### config.mk
export PLATFORM = sky130hd
export DESIGN_NAME = mfm_write_serializer
export DESIGN_NICKNAME = d
export VERILOG_FILES = /design/src/rtl/fluxripper_write_pkg.sv /design/src/rtl/mfm_byte_encoder.sv /design/src/rtl/mfm_write_serializer.sv
export SDC_FILE = /design/constraint.sdc
export NUM_CORES = 1
export LEC_CHECK = 0
export BUFFER_PORTS_ARGS = -buffer_cell sky130_fd_sc_hd__buf_2
export CORE_ASPECT_RATIO = 0.6
export CORE_UTILIZATION = 27
export CTS_CLUSTER_DIAMETER = 200
export CTS_CLUSTER_SIZE = 14
export DETAILED_ROUTE_END_ITERATION = 6
export HOLD_SLACK_MARGIN = 0.08
export PLACE_DENSITY_LB_ADDON = 0.25
export SETUP_SLACK_MARGIN = 0.1
export SLEW_MARGIN = 0
export SYNTH_ARGS = -nofsm -noshare
export SYNTH_HDL_FRONTEND = slang
export SYNTH_HIERARCHICAL = 1
export SYNTH_SLANG_ARGS = --single-unit
export TNS_END_PERCENT = 20
### constraint.sdc
create_clock -name clk -period 4.7 [get_ports clk]
set_input_delay 0.235 -clock clk [delete_from_list [all_inputs] [get_ports clk]]
set_output_delay 0.235 -clock clk [all_outputs]
set_load 0.02 [all_outputs]
### src/rtl/fluxripper_write_pkg.sv
// fluxripper_write_pkg: shared constants, state type and rate helpers for the MFM write path
package fluxripper_write_pkg;
  localparam logic [8:0] PERIOD_250K = 9'd400;
  localparam logic [8:0] PERIOD_300K = 9'd333;
  localparam logic [8:0] PERIOD_500K = 9'd200;
  localparam logic [8:0] PERIOD_1M = 9'd100;
  localparam int MFM_SYNC_CELL = 5;
  localparam logic [7:0] FILL_BYTE = 8'h4E;
  typedef enum logic [1:0] {IDLE, PRIME, RUN} state_t;
  function automatic logic [8:0] cell_period(input logic [1:0] rate);
    return rate == 2'd0 ? PERIOD_250K : rate == 2'd1 ? PERIOD_300K :
           rate == 2'd2 ? PERIOD_500K : PERIOD_1M;
  endfunction
  // Shift is capped at a quarter cell so a shifted pulse never leaves its cell
  function automatic logic [6:0] precomp_clamp(input logic [5:0] req, input logic [8:0] period);
    logic [6:0] lim;
    lim = period[8:2];
    return {1'b0, req} > lim ? lim : {1'b0, req};
  endfunction
endpackage

### src/rtl/mfm_byte_encoder.sv
// mfm_byte_encoder: combinational MFM encode of one byte into 16 cells, MSB first
module mfm_byte_encoder
  import fluxripper_write_pkg::*;
(
  input  logic [7:0]  data,
  input  logic        prev,
  input  logic        mark,
  output logic [15:0] cells,
  output logic        next_prev
);
  logic [8:0] bits;
  assign bits = {prev, data};
  assign next_prev = data[0];
  always_comb begin
    cells = '0;
    for (int i = 0; i < 8; i++) begin
      cells[2*i+1] = ~(bits[i+1] | bits[i]);
      cells[2*i] = bits[i];
    end
    if (mark) cells[MFM_SYNC_CELL] = 1'b0;
  end
endmodule

### src/rtl/mfm_write_serializer.sv
// mfm_write_serializer: byte stream to precompensated MFM write pulses timed on clk
module mfm_write_serializer
  import fluxripper_write_pkg::*;
#(
  parameter int PULSE_W = 40
) (
  input  logic       clk,
  input  logic       reset,
  input  logic       enable,
  input  logic [1:0] data_rate,
  input  logic [5:0] precomp_clks,
  input  logic [7:0] s_data,
  input  logic       s_mark,
  input  logic       s_valid,
  output logic       s_ready,
  output logic       wr_pulse,
  output logic       cell_strobe,
  output logic       busy,
  output logic       underrun
);
  state_t state;
  logic [8:0] cnt, period, target, new_period;
  logic [6:0] pc;
  logic [4:0] win;
  logic [15:0] shift, cells, width_cnt;
  logic [3:0] pos;
  logic [7:0] hold, src_data;
  logic prev, next_prev, prime_done, hold_mark, hold_full, src_mark;
  logic xfer, wrap, load, late, early, launch;
  assign s_ready = enable && state != IDLE && !hold_full;
  assign xfer = s_valid && s_ready;
  assign wrap = state != IDLE && cnt == period - 9'd1;
  assign load = wrap && pos == 4'd0;
  assign new_period = cell_period(data_rate);
  // A byte arriving on the load cycle bypasses the holding register
  assign src_data = hold_full ? hold : xfer ? s_data : FILL_BYTE;
  assign src_mark = hold_full ? hold_mark : xfer & s_mark;
  assign late = win[4] && !win[0];
  assign early = win[0] && !win[4];
  assign target = (period >> 1) + (late ? {2'b0, pc} : 9'd0) - (early ? {2'b0, pc} : 9'd0);
  assign launch = state == RUN && win[2] && cnt == target - 9'd1;
  mfm_byte_encoder u_enc (
    .data(src_data),
    .prev(prev),
    .mark(src_mark),
    .cells(cells),
    .next_prev(next_prev)
  );
  always_ff @(posedge clk) begin
    if (reset || !enable) begin
      state <= IDLE;
      cnt <= '0;
      pos <= '0;
      win <= '0;
      shift <= '0;
      prev <= 1'b0;
      prime_done <= 1'b0;
      hold <= '0;
      hold_mark <= 1'b0;
      hold_full <= 1'b0;
      width_cnt <= '0;
      wr_pulse <= 1'b0;
      cell_strobe <= 1'b0;
      busy <= 1'b0;
      underrun <= 1'b0;
      period <= new_period;
      pc <= precomp_clamp(precomp_clks, new_period);
    end else if (state == IDLE) begin
      state <= PRIME;
      busy <= 1'b1;
      period <= new_period;
      pc <= precomp_clamp(precomp_clks, new_period);
    end else begin
      cell_strobe <= wrap;
      underrun <= load && !hold_full && !xfer;
      cnt <= wrap ? 9'd0 : cnt + 9'd1;
      if (wrap) begin
        period <= new_period;
        pc <= precomp_clamp(precomp_clks, new_period);
        win <= {win[3:0], load ? cells[15] : shift[15]};
        shift <= load ? {cells[14:0], 1'b0} : {shift[14:0], 1'b0};
        pos <= pos + 4'd1;
        prime_done <= 1'b1;
        if (load) prev <= next_prev;
        if (state == PRIME && prime_done) state <= RUN;
      end
      if (load) hold_full <= 1'b0;
      else if (xfer) begin
        hold <= s_data;
        hold_mark <= s_mark;
        hold_full <= 1'b1;
      end
      if (launch) begin
        wr_pulse <= 1'b1;
        width_cnt <= 16'(PULSE_W - 1);
      end else if (width_cnt == 16'd0) wr_pulse <= 1'b0;
      else width_cnt <= width_cnt - 16'd1;
    end
  end
endmodule

* Word-level counts from Yosys, hierarchy flattened
Cells that the tools add are included.
** Word-level totals
- Output and inout bits :: 5
- Memories :: 0
- Memory bits (writable) :: 0
- Latch bits :: 0
- Input bits :: 21
- Word-level logic and storage cells :: 117
- Flip-flop bits (word level) :: 84
- Memory bits (read-only) :: 0
** Cells by class
- Mux-type cells :: 28
- Bitwise operators :: 19
- Add/sub/neg operators :: 7
- Equality and inequality tests :: 7
- Magnitude comparators :: 1
- $mul :: 0
- Reduce and logical (&&, ||, !) cells :: 37
- Div/mod/pow operators :: 0
- Shift operators :: 0
** Operator list (count)
- two-way mux 9 bit :: 6
- two-way mux 16 bit :: 3
- two-way mux 7 bit :: 6
- two-way mux 8 bit :: 3
- == test 9 bit :: 2
- subtractor 9 x 1 -> 9 bit, second input constant :: 2
- logical NOT 16 bit :: 1
- subtractor 16 x 1 -> 16 bit, second input constant :: 1
- logical AND 1 bit :: 12
- AND reduction 2 bit :: 6
- two-way mux 1 bit :: 10
- inverter 1 bit :: 10
- nonzero test 2 bit :: 5
- adder 8 x 7 -> 9 bit :: 1
- adder 9 x 1 -> 9 bit, second input constant :: 1
- subtractor 9 x 7 -> 9 bit :: 1
- OR 1 bit :: 8
- greater-than comparator 6 x 7 -> 1 bit :: 1
- AND reduction 3 bit :: 2
- logical NOT 1 bit :: 5
- adder 4 x 1 -> 4 bit, second input constant :: 1
- == test 2 x 1 -> 1 bit, second input constant :: 2
- == test 2 bit, second input constant :: 2
- logical NOT 2 bit :: 2
- other kinds (6) :: 6

* Depth between registers and ports, before layout
Gate-level depths: netlist of run 1.
- Depth in word-level cells :: 10
- Depth in mapped cells :: 14
- Gate-level depth less buffers :: 13

* Cells and area by module
Netlist of run 1, hierarchy kept.
** By module, submodules not included
- mfm_write_serializer :: instances 1, area an instance 4829.6 um2, sequential area each 1791.7 um2, cells each 523
- mfm_byte_encoder :: instances 1, area an instance 103.8 um2, sequential area each 0.0 um2, cells each 17

* Least setup slack after synthesis of run 1
No wires, ideal clock.
- Path type :: reg2reg
- Start :: reg win[0]
- End :: reg width_cnt[10]
- Cell stages (with the launch flop) :: 14
- Data arrival time :: 3.170 ns
- Required time :: 4.562 ns
- Path buffers :: 1
- Setup time :: 0.138 ns
- Setup slack :: 1.393 ns
- Clock period less this slack :: 3.307 ns
- Cells stage by stage :: dfxtp_1 > nor2b_1 > and2_1 > fa_1 > inv_1 > ha_1 > inv_1 > fa_1 > xnor2_1 > nor4_1 > nand4_1 > nor4_4 > buf_2 > a211oi_1
** On the way
- Cells in the longest elaborated chain, start to end :: 10
- Elaborated cells on any way between the ends :: 13
- Those cells by class :: add/sub: 3; eq/ne: 2; mux: 3; reduce/logical: 5
** RTL lines
- start: declaration :: RTL line mfm_write_serializer.sv:24 : logic [4:0] win;
- start signal: assignment :: RTL line mfm_write_serializer.sv:80 : win <= {win[3:0], load ? cells[15] : shift[15]};
- logical NOT 1 bit :: RTL line mfm_write_serializer.sv:38 : assign late = win[4] && !win[0];
- logical AND 1 bit :: RTL line mfm_write_serializer.sv:38
- two-way mux 7 bit :: RTL line mfm_write_serializer.sv:40 : assign target = (period >> 1) + (late ? {2'b0, pc} : 9'd0) - (early ? {2'b0, pc} : 9'd0);
- adder 8 x 7 -> 9 bit :: RTL line mfm_write_serializer.sv:40
- subtractor 9 x 7 -> 9 bit * :: RTL line mfm_write_serializer.sv:40
- subtractor 9 x 1 -> 9 bit * :: RTL line mfm_write_serializer.sv:41 : assign launch = state == RUN && win[2] && cnt == target - 9'd1;
- == test 9 bit * :: RTL line mfm_write_serializer.sv:41
- logical AND 1 bit * :: RTL line mfm_write_serializer.sv:41
- inequality test 2 bit (no source line)
- AND reduction 2 bit (no source line)
- end signal: assignment :: RTL line mfm_write_serializer.sv:95 : width_cnt <= 16'(PULSE_W - 1);
- end signal: assignment :: RTL line mfm_write_serializer.sv:97 : else width_cnt <= width_cnt - 16'd1;
- end: declaration :: RTL line mfm_write_serializer.sv:25 : logic [15:0] shift, cells, width_cnt;
Mark *: on every way between the ends. The rest lies on a longest branch, timed or not.
A chain may end at the register's enable or synchronous reset.

* Worst setup path in the final report of run 1
- Start :: reg win[0]
- End :: reg width_cnt[9]
The elaborated chain is that of the path after synthesis.

==> results.yml, run 1 <==
pwr:
  total_leakage_power_uw: 0.00207
  ir_worst_vdd_mv: 0.175
  power_density_mw_per_mm2: 359
clock_tree:
  cts_hold_buf: 0
  clock-sinks: 82
  cts_buffers: 9
  cts-root-buf: "clkbuf_16"
  cts_tree: "built"
  clockBufferDepth: 2
  h-tree-depth: 3
  cts_setup_buffers: 0
  path_clk_slew_ns: 0.07
  ctsResizeCount: 0
  worstSkewPairLatency_ns: 0.35
grt:
  antenna_found_initial: 0
  overflow: 0
  grt_pass1_vias: 3735
  grt_max_degree: 53
  grt_pass1_wl_mm: 19.0
  grtUsageTotal: 0.128
status:
  status: "finished clean"
min_path:
  hold_path_depth: 3
  hp-class: "in -> reg"
timing:
  slew_viol_final: 0
  period_needed_ns: 3.98
  max_clock_freq_ghz: 0.251
  finalSetupViolCount: 0
  tightest_slew_ns: 0.954
  slew_headroom: 0.364
  fin_crit_sh: 0.847
  rsz0062_at_grt: "false"
  fin_tns_setup_ns: 0
  skew_ns: 0.0110
  hold_viol_final: 0
die:
  initial_core_util: 0.282
  die_h_um: 107
  core-area_mm2: 0.0175
  ioPinCount: 26
  fp.dieArea_mm2: 0.0188
  fp-row-count: 37
  die_w_um: 177
final_layout:
  nFillCells: 1828
  antenna_cells: 0
  drive_gt1_frac: 0.128
  syn_to_final_growth_pct: 11.7
  layout_common_cells: "67 x dfxtp_1, 44 x nand2_1, 40 x a21oi_1, 31 x nor2_1, 26 x a211oi_1"
  instances_no_fill: 779
  final_common_cell: "dfxtp_1"
  fin_nets: 592
yosys:
  async_flop_share: 0
  ys_seq_elements: 82
  syn_inst: 540
  synth_nets: 592
  ys_seq_area_frac: 0.363
  synth_warnings: 6
  post_synth_num_cell_types: 59
  synth_edf_count: 15
  syn-cell-area_mm2: 0.00493
  avgSynthCellArea_um2: 9.14
  synthFlopType: "dfxtp_1"
critical_path:
  endpoint_kind: "flop"
  r2r_slack_ns: 0.72
  worstSetupPathType: "reg -> reg"
  crit_fanout: 17
  cp-start-kind: "flop"
  cp.required_ns: 4.87
  cp.arrival_ns: 4.15
  ff2ff_path_depth: 12
route:
  drt-wirelength-per-cell_um: 14.6
  ant_nets: 0
  first_iter_violations: 260
  first_pass_iters: 4
  vias: 3807
  routed_wl_mm: 11.4
  drc: 0
  avgViaCountPerCell: 4.89
placement:
  post-dp-hpwl_mm: 8.20
  numPlacedInstances: 763
  place_congestion: 0.838
  portBuffers: 25
flow_run:
  cap_violations: 0
## synthesized netlist by cell type, types with 4 or more instances
cell,number,share of area
inv_1,23,0.017
a21o_1,4,0.0061
dfxtp_1,67,0.27
a31oi_1,5,0.0063
nor2_1,31,0.024
buf_4,11,0.017
ha_1,24,0.061
o21a_1,6,0.0091
clkbuf_1,22,0.017
nor2b_1,11,0.014
fa_1,7,0.028
and2_1,9,0.011
a211oi_1,26,0.040
a21oi_1,40,0.041
nor4_1,7,0.0089
or4_1,5,0.0076
buf_2,5,0.0051
nor3_1,16,0.016
nand4_1,6,0.0076
nor3b_1,4,0.0061
o21ai_0,11,0.011
nand2b_1,5,0.0063
xor2_1,16,0.028
edfxtp_1,15,0.091
nand2_1,44,0.033
or2_2,5,0.0063
o31ai_1,4,0.0061
nand3_1,16,0.016
mux2_2,5,0.011
xnor2_1,20,0.036
a22o_1,7,0.012
mux2i_1,25,0.051
## power by group
group	switching, µW	internal [µW]
clock network	319	455
registers	32.6	748
logic	252	172
total	603	1380
## per-layer routing
metal,GRT usage,wire [µm],part of all wire
met1,0.185,6100,0.54
met2,0.191,4710,0.42
met3,0.0280,445,0.039
met4,0.0277,98,0.0086
met5,0,0,0
## path summary, 6_finish.rpt
path | from | to
setup / recovery | win[0] | width_cnt[9]
hold / removal | s_data[4] | hold[4]
setup reg to reg | win[0] | width_cnt[9]
hold reg to reg | underrun | underrun
## state kept, by name (all words and copies together) (netlist names), 2 cells and up
signal / cells
hold: 8
win: 5
shift: 15
width_cnt: 16
cnt: 9
pc: 7
period: 8
state: 2
pos: 4
## kinds of logic after synthesis
family          count (synthesis)  share of synthesized area
other cells                     1                   0.000760
simple gates                  173                      0.187
compound gates                121                      0.169
mux                            30                     0.0621
xor+xnor                       36                     0.0639
fa+ha+maj                      31                     0.0893
flops                          82                      0.363
buf+inv                        66                     0.0647
## metrics by stage
stage | hold slack [ns] | power (µW) | area [µm²] | utilization | worst slack, ns
6_report | 0.137 | 1980 | 5510 | 0.315 | 0.719
5_1_grt | 0.140 | 2080 | 5510 | 0.315 | 0.408
4_1_cts | 0.130 | 1990 | 5510 | 0.315 | 0.726
3_5_place_dp | 0.449 | 1220 | 5180 | 0.296 | 0.756
3_3_place_gp | 0.444 | 1200 | 5180 | 0.296 | 0.945
2_1_floorplan | 0.377 | 1120 | 4930 | - | 1.39
## cell type report
class | instances | area [µm²] | area share
Clock buffer | 10 | 250 | 0.0454
Clock inverter | 6 | 81.3 | 0.0148
Tap cell | 234 | 293 | 0.0531
Timing Repair Buffer | 32 | 178 | 0.0322
Sequential cell | 82 | 1790 | 0.325
Inverter | 23 | 86.3 | 0.0157
Multi-Input combinational cell | 392 | 2830 | 0.514
## critical path, stage by stage, from the launching register on
cell      delay (ns)
dfxtp_1         0.36
nor2b_1         0.42
and2_1          0.22
fa_1            0.41
inv_1           0.06
ha_1            0.16
inv_1           0.06
fa_1            0.46
xnor2_1         0.14
nor4_1          0.33
nand4_1         0.21
nor4_4          0.78
a211oi_1        0.18
(Power assumes the default switching activity.)
==> run 2: changes to the inputs <==
==> constraint.sdc (replaced) <==
create_clock -name clk -period 3.72 [get_ports clk]
set_input_delay 0.186 -clock clk [delete_from_list [all_inputs] [get_ports clk]]
set_output_delay 0.186 -clock clk [all_outputs]
set_load 0.02 [all_outputs]
==> results.yml, run 2 (same netlist as run 1, synthesis figures left out) <==
timing:
  skew_ns: 0.0119
  slew_headroom: 0.394
  whs_ns: 0.0940
  max_clock_freq_ghz: 0.300
  period_needed_ns: 3.33
  slew_viol_final: 0
  rsz0062_at_grt: "false"
  tightest_slew_ns: 0.909
  finalSetupViolCount: 0
  hold_viol_final: 0
  setup_ws_ns: 0.389
  fin_crit_sh: 0.895
  fin_tns_setup_ns: 0
pwr:
  p_comb_frac: 0.220
  pwr-share-seq: 0.406
  p_sw_uw: 780
  power_density_mw_per_mm2: 438
  ir_worst_vdd_mv: 0.210
  clkPwrFrac: 0.374
  intPower_uw: 1640
  total_leakage_power_uw: 0.00208
  p_sw_frac: 0.322
critical_path:
  cp-endpoint: "width_cnt[9]"
  timing.rr.start: "win[0]"
  rr_endpoint: "width_cnt[9]"
  cp.arrival_ns: 3.51
  r2r_slack_ns: 0.39
  worstSetupPathType: "reg -> reg"
  endpoint_kind: "flop"
  cp-start-kind: "flop"
  cp.required_ns: 3.90
  crit_path_start: "win[0]"
  crit_fanout: 17
  ff2ff_path_depth: 14
clock_tree:
  cts-root-buf: "clkbuf_16"
  cts_hold_buf: 0
  clock-sinks: 82
  clockBufferDepth: 2
  path_clk_slew_ns: 0.08
  h-tree-depth: 3
  worstSkewPairLatency_ns: 0.34
  cts_buffers: 9
  cts_tree: "built"
route:
  ant_nets: 0
  avgViaCountPerCell: 4.90
  vias: 3845
  drc: 0
  routed_wl_mm: 11.4
  drt-wirelength-per-cell_um: 14.6
  first_iter_violations: 213
  first_pass_iters: 4
final_layout:
  layout_common_cells: "67 x dfxtp_1, 44 x nand2_1, 40 x a21oi_1, 31 x nor2_1"
  largestRegisters: "width_cnt: 16 flops, shift: 15 flops, cnt: 9 flops"
  fin_util: 0.316
  final_common_cell: "dfxtp_1"
  largest_reg_flops: 16
  regMostFlops: "width_cnt"
  fin_nets: 597
  drive_gt1_frac: 0.142
  syn_to_final_growth_pct: 12.2
  antenna_cells: 0
die:
  die_w_um: 177
  ioPinCount: 26
  fp.dieArea_mm2: 0.0188
  fp-row-count: 37
  initial_core_util: 0.282
  die_h_um: 107
  core-area_mm2: 0.0175
placement:
  place_congestion: 0.849
  portBuffers: 25
  pre_cts_slack_ns: 0.298
  post-dp-hpwl_mm: 8.37
grt:
  grt_pass1_wl_mm: 19.2
  grt_max_degree: 36
  grt_pass1_vias: 3757
  overflow: 0
  antenna_found_initial: 0
  grtUsageTotal: 0.129
min_path:
  hp-class: "in -> reg"
flow_run:
  cap_violations: 0
status:
  status: "finished clean"
run 2: critical path, stage by stage (launching register included):
cell      delay, ns
dfxtp_1        0.34
nor2b_1        0.13
buf_4          0.15
and2_1         0.17
fa_1           0.50
inv_1          0.04
ha_1           0.20
inv_1          0.07
fa_1           0.43
xnor2_1        0.16
nor4_2         0.26
nand4_1        0.18
nor4_4         0.24
buf_6          0.21
a211oi_1       0.09
run 2: per-layer routing:
| metal | vias up | wire (µm) | global-route usage |
|---|---|---|---|
| met4 | 0 | 78 | 0.0259 |
| met3 | 9 | 440 | 0.0280 |
| met5 | - | 0 | 0 |
| met2 | 61 | 4630 | 0.183 |
| met1 | 1846 | 6260 | 0.195 |
| li1 | 1929 | - | - |
run 2: final cells by class:
class	instances	area [µm²]
Clock buffer	9	225
Clock inverter	7	76.3
Fill cell	1859	12000
Inverter	23	86.3
Multi-Input combinational cell	392	2850
Sequential cell	82	1790
Tap cell	234	293
Timing Repair Buffer	37	219
run 2: worst min-delay path by stage:
stage                          from        end  slack (ns)  cells after the start
after floorplan           s_data[0]    hold[0]        0.33                      2
after global placement      hold[5]    hold[5]        0.44                      2
after detailed placement  hold_mark  hold_mark        0.45                      2
after CTS                 s_data[1]    hold[1]        0.09                      3
after global routing      s_data[1]    hold[1]        0.09                      3
final                     s_data[1]    hold[1]        0.09                      3
run 2: what timing repair did:
action                                  CTS  global route
hold endpoints to repair                  0             0
endpoints found under the setup margin    0            17
setup buffers                             0             0
gates resized for setup                   0             4
run 2: stage by stage:
step	std cells	power (µW)	instance area [µm²]
2_1_floorplan	540	1420	4930
3_3_place_gp	768	1520	5220
3_5_place_dp	768	1540	5220
4_1_cts	784	2450	5520
5_1_grt	784	2560	5540
6_report	784	2430	5540
run 2: power groups by stage:
stage	Clock, µW	Combinational [µW]	Sequential (µW)
2_1_floorplan	0	424	994
3_3_place_gp	0	518	1000
3_5_place_dp	0	531	1010
4_1_cts	933	534	985
5_1_grt	973	599	992
6_report	906	534	985
